[src/rtl/dma_pkg.sv]
// Shared types and constants for the DMA transfer sequencer.
//   stat_code_t  : completion status reported to the register file
//   xfer_state_t : sequencer FSM states (also exported on the debug port)
//   BEAT_BYTES   : data-beat width in bytes; addresses and lengths must be
//                  multiples of it
package dma_pkg;

    localparam int ADDR_W     = 32;
    localparam int BYTES_W    = 13;  // holds a byte count of up to 4096
    localparam int BEAT_BYTES = 4;
    localparam int BEAT_LSB   = $clog2(BEAT_BYTES);

    typedef enum logic [1:0] {
        STAT_OK     = 2'b00,
        STAT_BUSERR = 2'b01,
        STAT_CFGERR = 2'b10
    } stat_code_t;

    typedef enum logic [2:0] {
        ST_IDLE     = 3'd0,
        ST_CHECK    = 3'd1,
        ST_ISSUE    = 3'd2,
        ST_WAIT_ACK = 3'd3,
        ST_DRAIN    = 3'd4,
        ST_DONE     = 3'd5
    } xfer_state_t;

    // True when a byte address or count is not a whole number of beats.
    function automatic logic beat_misaligned(input logic [ADDR_W-1:0] v);
        return |v[BEAT_LSB-1:0];
    endfunction

endpackage

[src/rtl/dma_chunk_calc.sv]
// Combinational burst sizing.
//   rem_i   : bytes still to transfer
//   src_i   : current source byte address
//   dst_i   : current destination byte address
//   bytes_o : size of the next burst = min(rem, room to the next MBB boundary
//             on the source side, room to the next MBB boundary on the
//             destination side). Because MBB divides 4096, no burst can
//             straddle a 4KB page on either side.
module dma_chunk_calc
    import dma_pkg::*;
#(
    parameter int MAX_BURST_BYTES = 256
) (
    input  logic [ADDR_W-1:0]  rem_i,
    input  logic [ADDR_W-1:0]  src_i,
    input  logic [ADDR_W-1:0]  dst_i,
    output logic [BYTES_W-1:0] bytes_o
);

    localparam int OFF_W = $clog2(MAX_BURST_BYTES);
    localparam logic [BYTES_W-1:0] MBB = BYTES_W'(MAX_BURST_BYTES);

    logic [BYTES_W-1:0] src_room;
    logic [BYTES_W-1:0] dst_room;
    logic [BYTES_W-1:0] lim;

    assign src_room = MBB - BYTES_W'(src_i[OFF_W-1:0]);
    assign dst_room = MBB - BYTES_W'(dst_i[OFF_W-1:0]);
    assign lim      = (src_room < dst_room) ? src_room : dst_room;
    assign bytes_o  = (rem_i < ADDR_W'(lim)) ? rem_i[BYTES_W-1:0] : lim;

endmodule

[src/rtl/dma_xfer_ctrl.sv]
// Transfer sequencer between the controller register file and the data mover.
// Takes a job (SrcAddr, DstAddr, Length) on GO_Pulse, splits it into paired
// read/write burst commands, tracks outstanding write bursts, and reports
// Busy / IRQStatus / StatCode plus the IRQ line.
//
// Ports
//   ACLK, ARESETn          clock, asynchronous active-low reset
//   GO_Pulse               start (honoured only when idle)
//   IRQEnable              interrupt enable level
//   IRQClear_Pulse         clears IRQStatus
//   SrcAddr/DstAddr/Length job description, sampled at GO
//   Busy, IRQStatus, StatCode, IRQ   status back to the register file
//   RdCmd*/WrCmd*          burst commands to the data mover
//   WrDoneValid/WrDoneErr  write burst completion (+error)
//   RdErr                  read bus error pulse
//   DbgState               current FSM state, for observation only
//
// Handshake: a command transfers on a rising ACLK edge where Valid and Ready
// are both high. Once Valid is raised, Addr and Bytes stay constant and Valid
// stays high until that transfer; read and write commands of a pair complete
// independently of each other.
module dma_xfer_ctrl
    import dma_pkg::*;
#(
    parameter int MAX_BURST_BYTES = 256,
    parameter int MAX_OUTSTANDING = 4
) (
    input  logic                ACLK,
    input  logic                ARESETn,
    input  logic                GO_Pulse,
    input  logic                IRQEnable,
    input  logic                IRQClear_Pulse,
    input  logic [ADDR_W-1:0]   SrcAddr,
    input  logic [ADDR_W-1:0]   DstAddr,
    input  logic [ADDR_W-1:0]   Length,
    output logic                Busy,
    output logic                IRQStatus,
    output logic [1:0]          StatCode,
    output logic                IRQ,
    output logic                RdCmdValid,
    input  logic                RdCmdReady,
    output logic [ADDR_W-1:0]   RdCmdAddr,
    output logic [BYTES_W-1:0]  RdCmdBytes,
    output logic                WrCmdValid,
    input  logic                WrCmdReady,
    output logic [ADDR_W-1:0]   WrCmdAddr,
    output logic [BYTES_W-1:0]  WrCmdBytes,
    input  logic                WrDoneValid,
    input  logic                WrDoneErr,
    input  logic                RdErr,
    output xfer_state_t         DbgState
);

    localparam int CNT_W = $clog2(MAX_OUTSTANDING + 1);
    localparam logic [CNT_W-1:0] MAX_CNT = CNT_W'(MAX_OUTSTANDING);

    xfer_state_t        state_q;
    stat_code_t         stat_q;
    logic [ADDR_W-1:0]  src_q, dst_q, rem_q;
    logic               err_q, busy_q, irq_q;
    logic               rd_valid_q, wr_valid_q;
    logic [ADDR_W-1:0]  rd_addr_q, wr_addr_q;
    logic [BYTES_W-1:0] rd_bytes_q, wr_bytes_q;
    logic [CNT_W-1:0]   cnt_q, cnt_d;

    logic [BYTES_W-1:0] chunk;
    logic               rd_acc, wr_acc, done_ev, bus_err, acks_clear, cfg_bad;
    logic               issue_now;

    dma_chunk_calc #(
        .MAX_BURST_BYTES (MAX_BURST_BYTES)
    ) u_chunk (
        .rem_i   (rem_q),
        .src_i   (src_q),
        .dst_i   (dst_q),
        .bytes_o (chunk)
    );

    always_comb begin
        rd_acc  = rd_valid_q & RdCmdReady;
        wr_acc  = wr_valid_q & WrCmdReady;
        // A completion with nothing outstanding is dropped so the count never wraps.
        done_ev = WrDoneValid & (cnt_q != '0);
        bus_err = (WrDoneValid & WrDoneErr) | RdErr;
        // Both halves of the current pair are gone after this edge.
        acks_clear = (~rd_valid_q | RdCmdReady) & (~wr_valid_q | WrCmdReady);
        cfg_bad = beat_misaligned(src_q) | beat_misaligned(dst_q) | beat_misaligned(rem_q);

        cnt_d = cnt_q;
        if (wr_acc && !done_ev) begin
            cnt_d = cnt_q + CNT_W'(1);
        end else if (!wr_acc && done_ev) begin
            cnt_d = cnt_q - CNT_W'(1);
        end

        // The first pair is loaded straight out of CHECK (the count is always
        // zero there) so the read command is up two cycles after GO; later
        // pairs are loaded from ISSUE once a write slot is free.
        issue_now = 1'b0;
        if (state_q == ST_CHECK) begin
            issue_now = !cfg_bad && (rem_q != '0);
        end else if (state_q == ST_ISSUE) begin
            issue_now = !err_q && !bus_err && (cnt_q < MAX_CNT);
        end
    end

    always_ff @(posedge ACLK or negedge ARESETn) begin
        if (!ARESETn) begin
            state_q    <= ST_IDLE;
            stat_q     <= STAT_OK;
            src_q      <= '0;
            dst_q      <= '0;
            rem_q      <= '0;
            err_q      <= 1'b0;
            busy_q     <= 1'b0;
            irq_q      <= 1'b0;
            rd_valid_q <= 1'b0;
            wr_valid_q <= 1'b0;
            rd_addr_q  <= '0;
            wr_addr_q  <= '0;
            rd_bytes_q <= '0;
            wr_bytes_q <= '0;
            cnt_q      <= '0;
        end else begin
            cnt_q <= cnt_d;

            if (rd_acc) rd_valid_q <= 1'b0;
            if (wr_acc) wr_valid_q <= 1'b0;

            // Clear first so a DONE in the same cycle wins.
            if (IRQClear_Pulse) irq_q <= 1'b0;

            if (state_q != ST_IDLE && bus_err) begin
                err_q  <= 1'b1;
                stat_q <= STAT_BUSERR;
            end

            // Pointers advance as soon as a pair is loaded; the command
            // registers keep the burst's own address/size until accepted.
            if (issue_now) begin
                rd_valid_q <= 1'b1;
                wr_valid_q <= 1'b1;
                rd_addr_q  <= src_q;
                wr_addr_q  <= dst_q;
                rd_bytes_q <= chunk;
                wr_bytes_q <= chunk;
                src_q      <= src_q + ADDR_W'(chunk);
                dst_q      <= dst_q + ADDR_W'(chunk);
                rem_q      <= rem_q - ADDR_W'(chunk);
            end

            case (state_q)
                ST_IDLE: begin
                    if (GO_Pulse) begin
                        src_q   <= SrcAddr;
                        dst_q   <= DstAddr;
                        rem_q   <= Length;
                        stat_q  <= STAT_OK;
                        err_q   <= 1'b0;
                        busy_q  <= 1'b1;
                        state_q <= ST_CHECK;
                    end
                end
                ST_CHECK: begin
                    if (cfg_bad) begin
                        stat_q  <= STAT_CFGERR;
                        state_q <= ST_DONE;
                    end else if (rem_q == '0) begin
                        state_q <= ST_DONE;
                    end else begin
                        state_q <= ST_WAIT_ACK;
                    end
                end
                ST_ISSUE: begin
                    if (err_q || bus_err) begin
                        state_q <= ST_DRAIN;
                    end else if (issue_now) begin
                        state_q <= ST_WAIT_ACK;
                    end
                end
                ST_WAIT_ACK: begin
                    if (acks_clear) begin
                        if (err_q || bus_err || rem_q == '0) begin
                            state_q <= ST_DRAIN;
                        end else begin
                            state_q <= ST_ISSUE;
                        end
                    end
                end
                ST_DRAIN: begin
                    if (cnt_q == '0) state_q <= ST_DONE;
                end
                ST_DONE: begin
                    irq_q   <= 1'b1;
                    busy_q  <= 1'b0;
                    state_q <= ST_IDLE;
                end
                default: state_q <= ST_IDLE;
            endcase
        end
    end

    assign Busy       = busy_q;
    assign IRQStatus  = irq_q;
    assign StatCode   = stat_q;
    assign IRQ        = irq_q & IRQEnable;
    assign RdCmdValid = rd_valid_q;
    assign RdCmdAddr  = rd_addr_q;
    assign RdCmdBytes = rd_bytes_q;
    assign WrCmdValid = wr_valid_q;
    assign WrCmdAddr  = wr_addr_q;
    assign WrCmdBytes = wr_bytes_q;
    assign DbgState   = state_q;

endmodule

[config.mk]
export PLATFORM = sky130hd
export DESIGN_NAME = dma_xfer_ctrl
export DESIGN_NICKNAME = d
export VERILOG_FILES = /design/src/rtl/dma_pkg.sv /design/src/rtl/dma_chunk_calc.sv /design/src/rtl/dma_xfer_ctrl.sv
export SDC_FILE = /design/constraint.sdc
export NUM_CORES = 1
export LEC_CHECK = 0
export ABC_AREA = 1
export CAP_MARGIN = 10
export CORE_MARGIN = 2
export CORE_UTILIZATION = 50
export DETAILED_ROUTE_END_ITERATION = 8
export DONT_BUFFER_PORTS = 1
export GPL_TIMING_DRIVEN = 0
export HOLD_SLACK_MARGIN = 0.1
export PLACE_DENSITY = 0.78
export SYNTH_ARGS = -nofsm -noshare
export SYNTH_HDL_FRONTEND = slang
export SYNTH_SLANG_ARGS = --single-unit
[constraint.sdc]
create_clock -name ACLK -period 5.8 [get_ports ACLK]
set_input_delay 1.74 -clock ACLK [delete_from_list [all_inputs] [get_ports ACLK]]
set_output_delay 1.74 -clock ACLK [all_outputs]
set_load 0.05 [all_outputs]
## Word level (Yosys, flattened, before mapping)

Index checks and enable logic that the tools add are counted.

- Register bits: 186
- Input port bits: 106
- Output and inout bits: 100
- Logic and storage cells: 114

- Add/subtract/negate cells: 7
- Magnitude comparators: 3
- Eq/ne operators: 9
- Muxes and demuxes: 39
- Bitwise logic cells: 13
- Reduce and logical (&&, ||, !) cells: 29

Operator list:

| operator | count |
|---|---|
| 32-bit two-way mux | 9 |
| 32-bit by 13-bit adder with 32-bit output | 2 |
| 32-bit zero test | 1 |
| 32-bit by 13-bit less-than comparator with 1-bit output | 1 |
| 32-bit nonzero test | 1 |
| 32-bit by 13-bit subtractor with 32-bit output | 1 |
| 3-bit two-way mux | 10 |
| 13-bit two-way mux | 2 |
| 9-bit by 8-bit subtractor with 10-bit output, first input constant | 2 |
| 3-bit case mux with 5 select lines | 1 |
| 13-bit less-than comparator | 1 |
| 1-bit two-way mux | 12 |
| 2-bit nonzero test | 5 |
| 1-bit bitwise AND | 6 |
| 3-bit by 2-bit equality test with 1-bit output, second input constant | 2 |
| 3-bit equality test, second input constant | 2 |
| 1-bit logical AND | 6 |
| 3-bit zero test | 2 |
| 2-bit two-way mux | 3 |
| 2-bit != test, second input constant | 3 |
| 3-bit nonzero test | 2 |
| 2-bit OR reduction | 3 |
| 1-bit zero test | 5 |
| 1-bit OR | 5 |
| other kinds (11) | 13 |

## Logic depth before layout (Yosys ltp)

Gate-level depths: netlist (run 1).

- Word-level depth: 10
- Depth in mapped cells: 48
- Gate-level depth less buffers: 47

## Cells and area by module

Synthesis (run 1) repeated with hierarchy kept, for this count alone.

- Cells, all modules: 2117
- Area total of the unflattened synthesis: 13700.6 um^2

By module, submodules not included:

| module | times used | cells an instance | area each (um^2) | seq. area each (um^2) |
|---|---|---|---|---|
| dma_xfer_ctrl | 1 | 1918 | 12619.6 | 4654.5 |
| dma_chunk_calc | 1 | 199 | 1081.0 | 0.0 |

## Worst setup path after synthesis (run 1)

OpenSTA, ideal clock, no wires.

- Path type: reg2reg
- From: register dst_q[1]
- To: register dst_q[26]
- Setup time: 130 ps
- Data arrival time: 5550 ps
- Path slack: 120 ps
- Stages on the path, launching flop included: 42
- Path buffers: 1
- Cell sequence: dfrtp_1 -> inv_1 -> ha_1 -> nand3_1 -> nor2_1 -> nand2_1 -> ha_1 -> inv_1 -> a21oi_1 -> nand2_1 -> nor2_1 -> nand2_2 -> nand2_4 -> clkbuf_1 -> nand2_1 -> o21ai_0 -> ha_1 -> a21oi_1 -> [... 6 more ...] -> and2_1 -> ha_1 -> inv_1 -> fa_1 -> inv_1 -> nand3_1 -> nand2_1 -> a21oi_1 -> o21ai_2 -> a21oi_1 -> o21ai_2 -> a21boi_1 -> nor2_1 -> nand2_1 -> nor2_1 -> nand2_1 -> xor2_1 -> o21ai_1

- Cells in the longest elaborated chain, start to end: 9
- Elaborated cells on any way between the ends: 15
- Those cells by class: add/sub (2); order compare (2); mux (6); bitwise (2); reduce/logical (3)

RTL lines:

| item | line | text |
|---|---|---|
| start: declaration | dma_xfer_ctrl.sv:59 | `logic [ADDR_W-1:0] src_q, dst_q, rem_q;` |
| start signal: assignment | dma_xfer_ctrl.sv:148 | `dst_q <= dst_q + ADDR_W'(chunk);` |
| start signal: assignment | dma_xfer_ctrl.sv:156 | `dst_q <= DstAddr;` |
| 9-bit by 8-bit subtractor with 10-bit output * | dma_chunk_calc.sv:28 | `assign dst_room = MBB - BYTES_W'(dst_i[OFF_W-1:0]);` |
| 13-bit less-than comparator | dma_chunk_calc.sv:29 | `assign lim = (src_room < dst_room) ? src_room : dst_room;` |
| 13-bit two-way mux * | dma_chunk_calc.sv:29 |  |
| 32-bit by 13-bit less-than comparator with 1-bit output | dma_chunk_calc.sv:30 | `assign bytes_o = (rem_i < ADDR_W'(lim)) ? rem_i[BYTES_W-1:0] : lim;` |
| 13-bit two-way mux * | dma_chunk_calc.sv:30 |  |
| via chunk[0] | dma_xfer_ctrl.sv:66 | `logic [BYTES_W-1:0] chunk;` |
| 32-bit by 13-bit adder with 32-bit output * | dma_xfer_ctrl.sv:148 |  |
| 32-bit two-way mux * | dma_xfer_ctrl.sv:140 | `if (issue_now) begin` |
| 32-bit two-way mux | dma_xfer_ctrl.sv:154 | `if (GO_Pulse) begin` |
| 32-bit two-way mux * | dma_xfer_ctrl.sv:152 | `case (state_q)` |

Mark *: on every way through the listed nets, which the timed path passes. The rest lies on a longest branch.
A chain may end at the register's enable or synchronous reset.

## Final worst setup path (run 1)

- From: register src_q[5]
- To: register rem_q[30]

- Cells in the longest elaborated chain, start to end: 9

RTL lines:

| item | line | text |
|---|---|---|
| start: declaration | dma_xfer_ctrl.sv:59 |  |
| start signal: assignment | dma_xfer_ctrl.sv:147 | `src_q <= src_q + ADDR_W'(chunk);` |
| start signal: assignment | dma_xfer_ctrl.sv:155 | `src_q <= SrcAddr;` |
| 9-bit by 8-bit subtractor with 10-bit output * | dma_chunk_calc.sv:27 | `assign src_room = MBB - BYTES_W'(src_i[OFF_W-1:0]);` |
| 13-bit less-than comparator | dma_chunk_calc.sv:29 |  |
| 13-bit two-way mux * | dma_chunk_calc.sv:29 |  |
| 32-bit by 13-bit less-than comparator with 1-bit output | dma_chunk_calc.sv:30 |  |
| 13-bit two-way mux * | dma_chunk_calc.sv:30 |  |
| via chunk[0] | dma_xfer_ctrl.sv:66 |  |
| 32-bit by 13-bit subtractor with 32-bit output * | dma_xfer_ctrl.sv:149 | `rem_q <= rem_q - ADDR_W'(chunk);` |
| 32-bit two-way mux * | dma_xfer_ctrl.sv:140 |  |
| 32-bit two-way mux | dma_xfer_ctrl.sv:154 |  |
| 32-bit two-way mux * | dma_xfer_ctrl.sv:152 |  |
| end signal: assignment | dma_xfer_ctrl.sv:149 |  |
| end signal: assignment | dma_xfer_ctrl.sv:157 | `rem_q <= Length;` |
| end: declaration | dma_xfer_ctrl.sv:59 |  |

Marked as above.

==> qor.yml, run 1 <==
outcome: "finished, final reports clean"
numCtsBuffers: 17
synth_top_area_share_pct: 40.2
yosysSeqAreaShare_pct: 40.2
fin_cells: 1967
first_global_vias: 10300
clkLatencyLatePin_ps: 450
dp_cells: 1848
timing.max_cap.violations: 0
syn-instance-count: 1556
worstMarginPinSlew_ps: 867
fin_crit_sh_pct: 98.6
dieHeight_um: 156
start_util_pct: 51.1
core_region_area_um2: 22600
crit_slowest_cell: "dfrtp_1"
ios: 206
routed_via_density: 5.74
placementRows: 55
hold_buffers: 0
place_area_um2: 11900
place_congestion: 0.970
yosys.area.top_type: "dfrtp_1"
syn_avg_cell_area_um2: 7.43
grt_overflow: 0
clkTransAtPathRegs_ps: 70
cp-start-kind: "flop"
synth-edff-count: 0
drtIter0Drc: 1359
vias: 11300
synth-main-ff-cell: "dfrtp_1"
cts_buffer_depth: 2
finalMaxSlewViolations: 0
cts_tree: "yes"
grt_first_pass_wirelength_um: 56400
drt-pass1-iter-count: 6
relSlewSlack_pct: 42.2
critical-path-max-stage-delay_ps: 520
clock_sinks: 186
required_ps: 6140
hold_class: "flop to flop"
drive_gt1_share_pct: 17.1
cts_root_buffer: "clkbuf_16"
final.min_clock_period_ps: 5720
setup-violations-final: 0
num-nets-final: 1820
cts_max_level: 4
final.setup.tns_ps: 0
fp.dieW_um: 156
area_growth_pct: 19.0
fmax_mhz: 175
hold_viol: 0
grt_max_degree: 187
ys_async_sr_fraction_pct: 100
remaining_drc_errors: 0
die_area_um2: 24400
antenna_found_initial: 6
stdcell_area_um2: 13800
synth.area.top_cells: "dfrtp_1 40%, nand2_1 14%, o21ai_0 6.1%"
ys_ff_latch: 186
critPathArrivalTime_ps: 6060
wirelength_um: 39100
synthDistinctLibCells: 57
antenna_left: 0
setup.worst_path.class: "flop to flop"
wl_per_cell_um: 19.9
hpwl_um: 27200
syn_area_um2: 11600
skew_ps: 10.5
worstSetupEndpointType: "flop"
portBuffers: 0
crit_top_cell: "nand2_1"
synth_warnings: 0
worstPathMaxFanout: 8
rsz0062_at_grt: "true"
grt_util_all_layers_pct: 30.3
[sequential cells by signal, indices dropped and copies added (netlist names), 2 cells and up]
| name | count |
|---|---|
| DbgState | 3 |
| RdCmdAddr | 32 |
| StatCode | 2 |
| WrCmdAddr | 32 |
| WrCmdBytes | 13 |
| cnt_q | 3 |
| dst_q | 32 |
| rem_q | 32 |
| src_q | 32 |
[cell type report]
class | instances | area (um2)
Buffer | 61 | 320
Clock buffer | 21 | 460
Fill cell | 1989 | 8880
Timing Repair Buffer | 79 | 601
Antenna cell | 8 | 20.0
Tap cell | 285 | 357
Clock inverter | 11 | 158
Multi-Input combinational cell | 1125 | 6470
Inverter | 191 | 722
Sequential cell | 186 | 4660
[path summary, 6_finish.rpt]
check | from | to | slack (ps) | cells past startpoint
hold / removal | err_q$_DFF_PN0_ | err_q$_DFF_PN0_ | 510 | 2
setup / recovery | src_q[5]$_DFF_PN0_ | rem_q[30]$_DFF_PN0_ | 80 | 43
setup reg to reg | src_q[5]$_DFF_PN0_ | rem_q[30]$_DFF_PN0_ | 80 | 43
min in group asynchronous | ARESETn | RdCmdAddr[22]$_DFFE_PN0N_ | 980 | 0
hold reg to reg | err_q$_DFF_PN0_ | err_q$_DFF_PN0_ | 510 | 2
max in group asynchronous | ARESETn | WrCmdBytes[0]$_DFFE_PN0N_ | 4600 | 0
[metal layers]
layer,vias up,global-route usage [%],wire length (um)
li1,5219,-,-
met1,5349,39.6,15400
met4,0,11.1,1340
met5,-,0,0
met2,620,48.6,18200
met3,109,8.14,4190
[logic make-up (layout without fill, tap and decap cells)]
logic type	after synthesis	in the layout	synth area share (%)
adders and majority gates	53	53	5.99
muxes	3	3	0.270
other	1	16	0.0324
and+or+nand+nor	718	718	26.5
DFF	186	186	40.2
xor gates and xnor gates	67	67	5.14
buffers and inverters	252	363	8.78
AOI/OAI and AO/OA	276	276	13.0
[worst max-delay path, delay by kind of cell, from the launching register on]
family | cells | cell delay (ps)
AOI/OAI and AO/OA | 6 | 560
adders and majority gates | 4 | 1060
buffers and inverters | 5 | 490
DFF | 1 | 520
and+or+nand+nor | 28 | 2940
[synth_stat cells (10+ instances only)]
cell	count
nand2_1	419
dfrtp_1	186
inv_1	185
nor2_1	141
o21ai_0	141
a21oi_1	72
nand3_1	52
ha_1	49
xor2_1	43
nor3_1	34
clkbuf_1	32
xnor2_1	23
nand4_1	18
nand2_2	16
buf_4	13
o21ai_1	12
buf_2	11
nor4_1	11
o211ai_1	11
a31oi_1	10
[timing repair]
action	in CTS	in global routing
endpoints found under the setup margin	76	65
resized for setup	43	105
endpoints found under the hold margin	0	0
pin swaps	17	65
gates cloned	0	1
setup buffers	33	45
[stage by stage]
stage / utilization [%] / hold slack [ps] / worst slack [ps]
after floorplan: - / 465 / 120
after global placement: 52.8 / 484 / -1140
after detailed placement: 52.8 / 496 / -1150
after CTS: 57.3 / 512 / 0.979
after global routing: 60.7 / 526 / -245
final: 60.8 / 514 / 80.9
[placed cells by master (no fill, tap or decap), types with 18 or more instances in the layout]
cell type / netlist / routed
nor2_1: 141 / 131
nand2_2: 16 / 34
xnor2_1: 23 / 22
nand3_1: 52 / 47
nand4_1: 18 / 18
nand2_1: 419 / 398
clkbuf_1: 32 / 33
nor3_1: 34 / 30
o21ai_0: 141 / 124
ha_1: 49 / 34
inv_1: 185 / 177
dfrtp_1: 186 / 182
a21oi_1: 72 / 58
clkbuf_16: 0 / 18
buf_4: 13 / 90
xor2_1: 43 / 43
Power of run 1 is not shown: default switching activity piles up to over one toggle a cycle in this logic, so the estimate is an artifact.
==> run 2: changes to the inputs <==
--- a/config.mk
+++ b/config.mk
@@ -9,6 +9,7 @@
 export CAP_MARGIN = 10
 export CORE_MARGIN = 2
 export CORE_UTILIZATION = 50
+export CTS_BUF_LIST = sky130_fd_sc_hd__clkbuf_8 sky130_fd_sc_hd__clkbuf_16
 export DETAILED_ROUTE_END_ITERATION = 8
 export DONT_BUFFER_PORTS = 1
 export GPL_TIMING_DRIVEN = 0
==> qor.yml, run 2 (synthesis results as in run 1) <==
outcome: "finished, final reports clean"
ios: 206
first_global_vias: 10300
cp-start-kind: "flop"
relSlewSlack_pct: 42.4
final_common_cell: "nand2_1"
grt_overflow: 0
critPathArrivalTime_ps: 6090
cp_top_family: "simple AND/OR/NAND/NOR gates"
area_growth_pct: 19.0
hold_viol: 0
timing.critical_path.buf_inv: 5
required_ps: 6140
finalMaxSlewViolations: 0
worstSetupEndpointType: "flop"
hold_class: "flop to flop"
rsz0062_at_grt: "true"
clkTransAtPathRegs_ps: 70
fin_crit_sh_pct: 99.0
final_cell_mix: "398 x nand2_1, 182 x dfrtp_1, 179 x inv_1"
fill_cells: 1989
worstMarginPinSlew_ps: 864
cts_tree: "yes"
drtIter0Drc: 1352
portBuffers: 0
clock_sinks: 186
place_congestion: 0.970
critical-path-max-stage-delay_ps: 530
drive_gt1_share_pct: 17.1
num-nets-final: 1820
grt_first_pass_wirelength_um: 56400
hold_buffers: 0
remaining_drc_errors: 0
setup-violations-final: 0
die_area_um2: 24400
cts_root_buffer: "clkbuf_16"
hpwl_um: 27200
placementRows: 55
numCtsBuffers: 17
dieHeight_um: 156
worst_r2r_startpoint: "src_q[5]$_DFF_PN0_"
clkLatencyLatePin_ps: 450
drt-pass1-iter-count: 6
crit_top_cell: "nand2_1"
dp_cells: 1848
antenna_found_initial: 6
wl_per_cell_um: 19.8
worstPathMaxFanout: 8
worstHoldStart: "err_q$_DFF_PN0_"
grt_util_all_layers_pct: 30.3
place_area_um2: 11900
fp.dieW_um: 156
cts_max_level: 4
crit_slowest_cell: "dfrtp_1"
fmax_mhz: 174
routed_via_density: 5.74
grt_max_degree: 187
core_region_area_um2: 22600
fin_cells: 1967
final_util_pct: 60.8
setup.worst_path.class: "flop to flop"
vias: 11300
wirelength_um: 39000
timing.max_cap.violations: 0
cts_buffer_depth: 2
start_util_pct: 51.1
antenna_left: 0
stdcell_area_um2: 13800
skew_ps: 11.2
final.min_clock_period_ps: 5740
startpoint: "src_q[5]$_DFF_PN0_"
[run 2: cell types whose count changed in the layout (fill, tap and decap cells not counted), sizes merged]
cell    change
inv         +2
clkbuf      -2
[run 2: cell type report]
class | instances | area [um2] | area share, %
Multi-Input combinational cell | 1125 | 6470 | 47.0
Sequential cell | 186 | 4660 | 33.9
Inverter | 191 | 722 | 5.25
Timing Repair Buffer | 79 | 601 | 4.36
Clock buffer | 19 | 453 | 3.29
Tap cell | 285 | 357 | 2.59
Buffer | 61 | 320 | 2.33
Clock inverter | 13 | 165 | 1.20
Antenna cell | 8 | 20.0 | 0.145
[run 2: worst paths after layout]
path,slack [ps],depth (start not counted),end
max,60,43,rem_q[30]$_DFF_PN0_
min,510,2,err_q$_DFF_PN0_
max reg2reg,60,43,rem_q[30]$_DFF_PN0_
min reg2reg,510,2,err_q$_DFF_PN0_
max in group asynchronous,4610,0,rem_q[1]$_DFF_PN0_
min in group asynchronous,980,0,RdCmdAddr[22]$_DFFE_PN0N_
[run 2: through the flow]
stage	hold slack, ps	TNS [ps]	setup WS (ps)
4_1_cts	512	0	1.04
2_1_floorplan	465	0	120
5_1_grt	526	-4850	-245
3_3_place_gp	484	-46900	-1140
3_5_place_dp	496	-49070	-1150
6_report	512	0	56.1
[run 2: worst register-to-register path: cells and delay by family (launching register included)]
kind,cells,cell delay [ps]
buffers and inverters,5,500
AND/OR/NAND/NOR,28,2970
adder cells (fa/ha/maj),4,1060
flip-flops,1,530
AO/OA/AOI/OAI,6,560
[run 2: repair_timing]
item                       CTS  global route
buffers inserted            33            45
resized for setup           43           105
setup endpoints to repair   76            65
gates cloned                 0             1
pin swaps                   17            65
[run 2: layer usage]
metal  vias to the layer above  wire length, um  GRT usage [%]
li1                       5220                -              -
met1                      5293            15100           39.6
met2                       651            18000           48.6
met3                       123             4420           8.14
met4                         0             1450           11.1
met5                         -                0              0
Power of run 2 is left out for the same reason.
==> run 3: changes to the inputs <==
--- a/config.mk
+++ b/config.mk
@@ -8,13 +8,13 @@
 export ABC_AREA = 1
 export CAP_MARGIN = 10
 export CORE_MARGIN = 2
-export CORE_UTILIZATION = 50
+export CORE_UTILIZATION = 45
 export CTS_BUF_LIST = sky130_fd_sc_hd__clkbuf_8 sky130_fd_sc_hd__clkbuf_16
 export DETAILED_ROUTE_END_ITERATION = 8
 export DONT_BUFFER_PORTS = 1
 export GPL_TIMING_DRIVEN = 0
 export HOLD_SLACK_MARGIN = 0.1
-export PLACE_DENSITY = 0.78
+export PLACE_DENSITY = 0.72
 export SYNTH_ARGS = -nofsm -noshare
 export SYNTH_HDL_FRONTEND = slang
 export SYNTH_SLANG_ARGS = --single-unit
==> qor.yml, run 3 (synthesis results as in run 1) <==
wirelength_um: 39000
antenna_left: 0
hold_viol: 0
r2r_slack_ps: 90
critical-path-max-stage-delay_ps: 430
dieHeight_um: 164
grt_max_degree: 187
fin_cells: 2000
whs_path_depth: 2
cp-start-kind: "flop"
clock_sinks: 186
fin_crit_sh_pct: 98.5
drtIter0Drc: 938
crit_slowest_cell: "dfrtp_1"
ios: 206
num-nets-final: 1812
numCtsBuffers: 17
skew_ps: 13.8
area_growth_pct: 19.4
core_region_area_um2: 25200
grt_util_all_layers_pct: 28.6
clkTransAtPathRegs_ps: 80
fmax_mhz: 175
cts_max_level: 4
setup-violations-final: 0
final.setup.tns_ps: 0
finalMaxSlewViolations: 0
timing.max_cap.violations: 0
gr-max-usage-layer: "met2"
dp_cells: 1893
place_congestion: 0.950
cts_root_buffer: "clkbuf_16"
final_common_cell: "nand2_1"
timing.rr.end: "rem_q[30]$_DFF_PN0_"
fp.dieW_um: 164
worstMarginPinSlew_ps: 910
drt-pass1-iter-count: 5
drive_gt1_share_pct: 16.9
worstSetupEndpointType: "flop"
hold_class: "flop to flop"
whs_endpoint: "err_q$_DFF_PN0_"
final_util_pct: 54.9
wl_per_cell_um: 19.5
worstHoldStart: "err_q$_DFF_PN0_"
reg2reg_depth: 42
final_cell_mix: "401 x nand2_1, 180 x dfrtp_1, 178 x inv_1"
first_global_vias: 10300
final.min_clock_period_ps: 5710
placementRows: 58
worst_r2r_startpoint: "src_q[1]$_DFF_PN0_"
vias: 11000
outcome: "finished, final reports clean"
met2_usage_pct: 46.2
use_met1_pct: 37.2
antenna_found_initial: 5
cts_buffer_depth: 2
setup.worst_path.class: "flop to flop"
relSlewSlack_pct: 39.3
hpwl_um: 28200
crit_top_cell: "nand2_2"
clkLatencyLatePin_ps: 450
rsz0062_at_grt: "true"
critPathArrivalTime_ps: 6060
required_ps: 6140
start_util_pct: 45.9
worstPathMaxFanout: 7
portBuffers: 0
die_area_um2: 27000
use_met3_pct: 7.75
routed_via_density: 5.51
grt_first_pass_wirelength_um: 58000
remaining_drc_errors: 0
grt_overflow: 0
cts_tree: "yes"
==> run 3: cell types whose count changed in the layout (fill, tap and decap cells not counted), moves of 3 or more <==
| cell | before | now |
|---|---|---|
| diode_2 | 8 | 4 |
| nand2_1 | 398 | 401 |
| o21ai_1 | 17 | 22 |
| buf_4 | 90 | 81 |
| nand2_2 | 34 | 28 |
| nor4_1 | 11 | 8 |
| o21ai_0 | 124 | 121 |
| inv_2 | 12 | 9 |
| nor2_4 | 7 | 10 |
| inv_8 | 1 | 4 |
==> run 3: worst max-delay path by stage <==
stage | startpoint | cells after the start | slack, ps | to
floorplan | dst_q[1]$_DFF_PN0_ | 41 | 120 | dst_q[26]$_DFF_PN0_
detailed placement | dst_q[1]$_DFF_PN0_ | 36 | -1170 | dst_q[26]$_DFF_PN0_
global route | src_q[1]$_DFF_PN0_ | 43 | -240 | rem_q[30]$_DFF_PN0_
global placement | dst_q[1]$_DFF_PN0_ | 38 | -1170 | rem_q[30]$_DFF_PN0_
finish | src_q[1]$_DFF_PN0_ | 42 | 90 | rem_q[30]$_DFF_PN0_
CTS | src_q[1]$_DFF_PN0_ | 45 | 2 | rem_q[30]$_DFF_PN0_
==> run 3: metal layers <==
metal  wire (um)  vias up  share of wire, %
met3        3790       87               9.7
li1            -     5189                 -
met1       15800     5237                41
met5          16        -             0.041
met4        1260        2               3.2
met2       18100      498                46
==> run 3: critical path: cells and delay by family, from the launching register on <==
kind | cells | cell delay, ps
xor+xnor | 1 | 190
compound gates | 6 | 950
flops | 1 | 430
fa+ha+maj | 4 | 1050
buf+inv | 4 | 340
simple gates | 27 | 2620
==> run 3: timing repair <==
item                       CTS  global route
gates resized for setup     62           101
buffers inserted            34            37
gates cloned                 0             1
pin swaps                   17            46
hold buffers                 0             0
setup endpoints to repair   76            66
==> run 3: per-stage QoR <==
stage	setup WS [ps]	hold slack, ps	area [um2]
after floorplan	120	465	11600
after global placement	-1170	485	12000
after detailed placement	-1170	487	12000
after CTS	2.07	504	13100
after global routing	-245	547	13800
final	88.8	502	13800
==> run 3: cell type report <==
type / count / area (um2)
Clock buffer: 19 / 453
Fill cell: 2364 / 11400
Tap cell: 330 / 413
Multi-Input combinational cell: 1125 / 6530
Sequential cell: 186 / 4660
Buffer: 61 / 320
Inverter: 191 / 727
Clock inverter: 13 / 149
Timing Repair Buffer: 71 / 553
Antenna cell: 4 / 10.0
Power of run 3 is left out for the same reason.
